[src/rtl/sfq_pulse_decoder.sv]
// Toggle-coded SFQ pulse decoder: rebuilds LSB-first words and queues them in a small FIFO.
// Define SFQ_DEC_SYNC_EN to add a 2-flop synchroniser behind the input registers.
module sfq_pulse_decoder #(
  parameter int WIDTH = 8,
  parameter int DEPTH = 4
) (
  input  logic             clk,
  input  logic             rst,
  input  logic             sfq_data,
  input  logic             sfq_clk,
  input  logic             out_ready,
  output logic [WIDTH-1:0] out_word,
  output logic             out_valid,
  output logic             overflow,
  output logic             err_double
);
  localparam int CW = $clog2(WIDTH + 1);
  localparam int PW = $clog2(DEPTH);
  localparam logic [CW-1:0] LAST_BIT = CW'(WIDTH - 1);

  typedef enum logic [1:0] {IDLE, SHIFT, PUSH} state_t;

  logic dataIn_q, clkIn_q;
  logic dataSync, clkSync;

  always_ff @(posedge clk) begin
    dataIn_q <= sfq_data;
    clkIn_q  <= sfq_clk;
  end

`ifdef SFQ_DEC_SYNC_EN
  logic [1:0] dataMeta_q, clkMeta_q;

  always_ff @(posedge clk) begin
    dataMeta_q <= {dataMeta_q[0], dataIn_q};
    clkMeta_q  <= {clkMeta_q[0], clkIn_q};
  end

  assign dataSync = dataMeta_q[1];
  assign clkSync  = clkMeta_q[1];
`else
  assign dataSync = dataIn_q;
  assign clkSync  = clkIn_q;
`endif

  state_t          state_q;
  logic            dataPrev_q, clkPrev_q;
  logic            pending_q;
  logic [CW-1:0]   count_q;
  logic [WIDTH-1:0] shift_q;
  logic [PW:0]     wptr_q, rptr_q;
  logic            overflow_q, errDouble_q;
  logic [WIDTH-1:0] mem [DEPTH];

  logic dataPulse, clkPulse;
  logic empty, full, pop, pushOk;

  assign dataPulse = dataSync ^ dataPrev_q;
  assign clkPulse  = clkSync ^ clkPrev_q;

  // The extra pointer bit tells a full FIFO apart from an empty one.
  assign empty  = (wptr_q == rptr_q);
  assign full   = (wptr_q[PW] != rptr_q[PW]) && (wptr_q[PW-1:0] == rptr_q[PW-1:0]);
  assign pop    = !empty && out_ready;
  assign pushOk = !full || pop;

  always_ff @(posedge clk) begin
    if (rst) begin
      dataPrev_q  <= dataSync;
      clkPrev_q   <= clkSync;
      pending_q   <= 1'b0;
      count_q     <= '0;
      shift_q     <= '0;
      wptr_q      <= '0;
      rptr_q      <= '0;
      overflow_q  <= 1'b0;
      errDouble_q <= 1'b0;
      state_q     <= IDLE;
    end else begin
      dataPrev_q <= dataSync;
      clkPrev_q  <= clkSync;

      // A clock pulse closes the period first; a coincident data pulse opens the next one.
      if (clkPulse) begin
        pending_q <= dataPulse;
        shift_q   <= {pending_q, shift_q[WIDTH-1:1]};
      end else if (dataPulse) begin
        pending_q <= 1'b1;
        if (pending_q) errDouble_q <= 1'b1;
      end

      if (pop) rptr_q <= rptr_q + 1'b1;

      case (state_q)
        IDLE, SHIFT: begin
          if (clkPulse) begin
            count_q <= count_q + 1'b1;
            state_q <= (count_q == LAST_BIT) ? PUSH : SHIFT;
          end
        end
        PUSH: begin
          if (pushOk) wptr_q <= wptr_q + 1'b1;
          else        overflow_q <= 1'b1;
          // A clock pulse landing here is already bit 0 of the next word.
          count_q <= {{(CW-1){1'b0}}, clkPulse};
          state_q <= clkPulse ? SHIFT : IDLE;
        end
        default: state_q <= IDLE;
      endcase
    end
  end

  always_ff @(posedge clk) begin
    if (!rst && state_q == PUSH && pushOk) mem[wptr_q[PW-1:0]] <= shift_q;
  end

  assign out_word   = empty ? '0 : mem[rptr_q[PW-1:0]];
  assign out_valid  = !empty;
  assign overflow   = overflow_q;
  assign err_double = errDouble_q;
endmodule

[config.mk]
export PLATFORM = sky130hd
export DESIGN_NAME = sfq_pulse_decoder
export DESIGN_NICKNAME = d
export VERILOG_FILES = /design/src/rtl/sfq_pulse_decoder.sv
export SDC_FILE = /design/constraint.sdc
export NUM_CORES = 1
export LEC_CHECK = 0
export CORE_MARGIN = 4
export CORE_UTILIZATION = 52
export CTS_CLUSTER_SIZE = 25
export DETAILED_ROUTE_END_ITERATION = 10
export GPL_TIMING_DRIVEN = 0
export PLACE_DENSITY = 0.81
export SYNTH_ARGS = -nofsm -noshare
export SYNTH_HDL_FRONTEND = slang
export SYNTH_SLANG_ARGS = --single-unit
[constraint.sdc]
create_clock -name clk -period 1.93 [get_ports clk]
set_input_delay 0.386 -clock clk [delete_from_list [all_inputs] [get_ports clk]]
set_output_delay 0.386 -clock clk [all_outputs]
set_load 0.05 [all_outputs]
==> Implementation_results.wiki <==
{| class="wikitable"
! Metric !! Value
|-
| Gp weighted congestion || 0.811
|-
| Maximum number of pins on one net before global-route repair || 12
|-
| Worst slew margin relative to its limit || 0.665
|-
| Status || complete, but fails checks
|-
| Buffer depth of the longest clock path || 2
|-
| Number of port buffers || 14
|-
| Synth area leaders || sky130_fd_sc_hd__edfxtp_1, sky130_fd_sc_hd__dfxtp_1, sky130_fd_sc_hd__mux4_2
|-
| Total die area || 5820 um2
|-
| Sequential power share || 0.472
|-
| Share of post-route cells with drive strength above 1 || 0.299
|-
| NetSw || 0.553 mW
|-
| Power density cells || 933 nW/um2
|-
| Startpoint of the lowest-slack register-to-register path || wptr_q[0]
|-
| Cell Int Power || 2.38 mW
|-
| Violated checks || negative setup slack
|-
| Iteration count of the initial detailed-routing pass || 4
|-
| Insertion delay of the later-clocked pin in the worst-skew pair || 0.34 ns
|-
| Min-Delay Path Class || reg2reg
|-
| Post-Route Skew || 0.00967 ns
|-
| Post-synthesis register bit count || 61
|-
| Number of violations of the max-capacitance limit || 0
|-
| CP Launch Type || flop
|-
| Main flop type after synthesis || sky130_fd_sc_hd__edfxtp_1
|-
| Post-synthesis area per instance || 13.3 um2
|-
| Ratio of final minimum period to clock period || 1.05
|-
| Setup violations, final || 8
|-
| RSZ-0062 raised after global routing || yes
|-
| CP required || 1.54 ns
|-
| Largest fanout on the critical path || 8
|-
| Row count || 24
|-
| Transition time at the pin with the least slew margin || 0.502 ns
|-
| Time the worst path needs with I/O delays and setup || 2.02 ns
|-
| Initial cell density of the core || 0.546
|-
| Number of hold buffers added after CTS || 0
|-
| Die Span X || 76.3 um
|-
| Yosys Warn Count || 0
|-
| Number of slew-limit violations in the final report || 0
|-
| Share of Yosys cell area claimed by the top area cell type || 0.396
|-
| Fmax achieved || 496 MHz
|-
| Post-route total power || 2.94 mW
|-
| Share of power burned in the clock network || 0.502
|-
| Final HPWL from detailed placement || 2620 um
|-
| Die Y || 76.3 um
|-
| TritonCTS clock tree || built
|-
| Syn Std Cell Area || 2430 um2
|-
| Most common library cells after synthesis || sky130_fd_sc_hd__edfxtp_1, sky130_fd_sc_hd__dfxtp_1, sky130_fd_sc_hd__nand2_1
|-
| Number of synthesized flops with an enable pin || 32
|-
| Area leader, netlist || sky130_fd_sc_hd__edfxtp_1
|-
| Startpoint of the lowest-slack hold path || dataIn_q
|-
| Synth unique cells || 33
|-
| Global router's overall resource usage || 0.165
|-
| Arrival time at the worst endpoint || 1.63 ns
|-
| Area of all placed cells without fillers || 3150 um2
|-
| Number of vias per cell || 5.39
|-
| Post-layout worst setup margin || -0.0869 ns
|-
| Detail-routed net length per standard cell || 16.0 um
|-
| Fraction of power spent switching nets || 0.188
|-
| Proportion of power drawn by combinational gates || 0.027
|-
| Clock sink total || 61
|-
| Hold violation total from the final report || 0
|-
| Drt drc || 0
|-
| Number of global-route vias before repair || 1,446
|-
| Wire length of the first global-routing pass || 7270 um
|-
| CP Capture Type || primary output
|-
| I/O pin count || 16
|-
| Instance count of the mapped netlist || 183
|-
| Leakage power of the design || 1.16 nW
|-
| Total routed wirelength || 4410 um
|-
| Cell Count, Final, Fillers Out || 276
|-
| # placed instances || 249
|-
| Fraction of the yosys area taken by sequential cells || 0.635
|-
| Vias || 1,489
|-
| Clock transition at the registers of the reported paths || 0.07 ns
|-
| CTS Root Buffer Type || sky130_fd_sc_hd__clkbuf_8
|-
| Post-synthesis async set-or-reset flop share || 0
|-
| Number of violations reported at the end of detailed-routing iteration 0 || 91
|-
| Post-detailed-route count of antenna-violating nets || 0
|-
| Diode insertion count for antenna repair || 0
|-
| Overflow left after global routing || 0
|-
| Area Overhead vs Synth || 29.7%
|-
| Most common cell in the netlist || sky130_fd_sc_hd__edfxtp_1
|-
| Fin nets || 230
|-
| Core area || 4440 um2
|-
| Placed cell area || 2630 um2
|-
| CTS HTree Levels || 3
|-
| IR drop worst, VDD || 0.000582 V
|-
| Number of nets produced by synthesis || 194
|-
| Antenna violations before repair || 0
|-
| Min Hold Slack || 0.367 ns
|-
| Number of buffers created by CTS || 9
|-
| Setup Crit Path Kind || reg2out
|}
[kinds of logic (layout without fill, tap and decap cells)]
logic type	Yosys count	after routing	share of synthesized area
AO/OA/AOI/OAI	25	25	0.0701
XOR/XNOR	11	11	0.0474
adder cells (fa/ha/maj)	6	6	0.0309
buffers and inverters	12	52	0.0196
flip-flops	61	61	0.635
multiplexers	11	11	0.0866
AND/OR/NAND/NOR	57	58	0.110
[registers in the layout, summed over array words and instances (netlist names), named ones only]
register / count
clkPrev_q: 1
overflow: 1
clkIn_q: 1
shift_q: 8
state_q: 2
dataIn_q: 1
pending_q: 1
count_q: 4
err_double: 1
dataPrev_q: 1
mem: 32
rptr_q: 3
wptr_q: 3
[layout make-up]
| cell class | count | area [um2] |
|---|---|---|
| flip-flops and latches | 61 | 1560 |
| fillers | 308 | 1300 |
| multi-input cells | 111 | 947 |
| repair buffers | 25 | 258 |
| clock inverters | 7 | 138 |
| clock buffers | 9 | 124 |
| well taps | 52 | 65.1 |
| plain buffers | 7 | 43.8 |
| inverters | 4 | 15.0 |
[power groups by stage]
stage	Clock (mW)	Combinational, mW	Sequential (mW)
2_1_floorplan	0	0.0503	1.42
3_5_place_dp	0	0.0768	1.42
6_report	1.47	0.0788	1.38
3_3_place_gp	0	0.0760	1.42
4_1_cts	1.48	0.0781	1.39
5_1_grt	1.57	0.0885	1.39
[worst max-delay path: stages, from the launching register on]
cell and delay (ns):
sky130_fd_sc_hd__dfxtp_2 0.35, sky130_fd_sc_hd__buf_12 0.14, sky130_fd_sc_hd__mux4_2 0.48, sky130_fd_sc_hd__and2b_1 0.17, sky130_fd_sc_hd__buf_6 0.15
[repair_timing]
action	in CTS	in global routing
setup buffers	5	6
gates cloned	1	0
setup endpoints to repair	28	41
pin swaps	4	5
resized for setup	77	26
[through the flow]
step	utilization	setup slack [ns]	setup TNS, ns
floorplan	-	-0.126	-0.879
global placement	0.592	-0.922	-16.27
global route	0.708	-0.157	-1.31
CTS	0.683	-0.314	-1.09
detailed placement	0.592	-0.941	-17.32
finish	0.708	-0.0869	-0.537
[placed cells by master, fill, tap and decap left out, types with 2 or more instances in the layout]
cell,netlist,routed
sky130_fd_sc_hd__a21oi_1,15,15
sky130_fd_sc_hd__and2_4,0,3
sky130_fd_sc_hd__buf_12,0,2
sky130_fd_sc_hd__buf_4,0,7
sky130_fd_sc_hd__buf_6,0,12
sky130_fd_sc_hd__bufinv_16,0,4
sky130_fd_sc_hd__clkbuf_1,5,5
sky130_fd_sc_hd__clkbuf_8,0,9
sky130_fd_sc_hd__clkdlybuf4s50_1,0,5
sky130_fd_sc_hd__dfxtp_1,29,22
sky130_fd_sc_hd__dfxtp_2,0,4
sky130_fd_sc_hd__dfxtp_4,0,3
sky130_fd_sc_hd__edfxtp_1,32,32
sky130_fd_sc_hd__ha_1,6,6
sky130_fd_sc_hd__inv_1,4,4
sky130_fd_sc_hd__mux2i_1,3,3
sky130_fd_sc_hd__mux4_2,8,8
sky130_fd_sc_hd__nand2_1,22,22
sky130_fd_sc_hd__nand3_1,2,2
sky130_fd_sc_hd__nor2_1,12,11
sky130_fd_sc_hd__nor2b_1,9,6
sky130_fd_sc_hd__nor2b_4,0,3
sky130_fd_sc_hd__nor3_4,0,3
sky130_fd_sc_hd__nor4_1,3,3
sky130_fd_sc_hd__o21ai_0,2,2
sky130_fd_sc_hd__xnor2_1,5,5
sky130_fd_sc_hd__xor2_1,5,3
sky130_fd_sc_hd__xor2_4,1,3
[final timing paths]
check | cells after the start | endpoint | slack (ns)
worst min register to register | 0 | dataPrev_q | 0.37
worst max register to register | 7 | mem[2][5] | 0.02
worst min-delay path | 0 | dataPrev_q | 0.37
worst max-delay path | 4 | out_word[2] | -0.09
[layer usage]
layer / global-route usage / part of all wire / vias up
met2: 0.268 / 0.49 / 25
met3: 0.0355 / 0.036 / 10
met1: 0.205 / 0.46 / 726
met4: 0.0888 / 0.021 / 0
li1: - / - / 728
met5: 0 / 0 / -
Note: power is estimated with default switching activity, not from simulation.
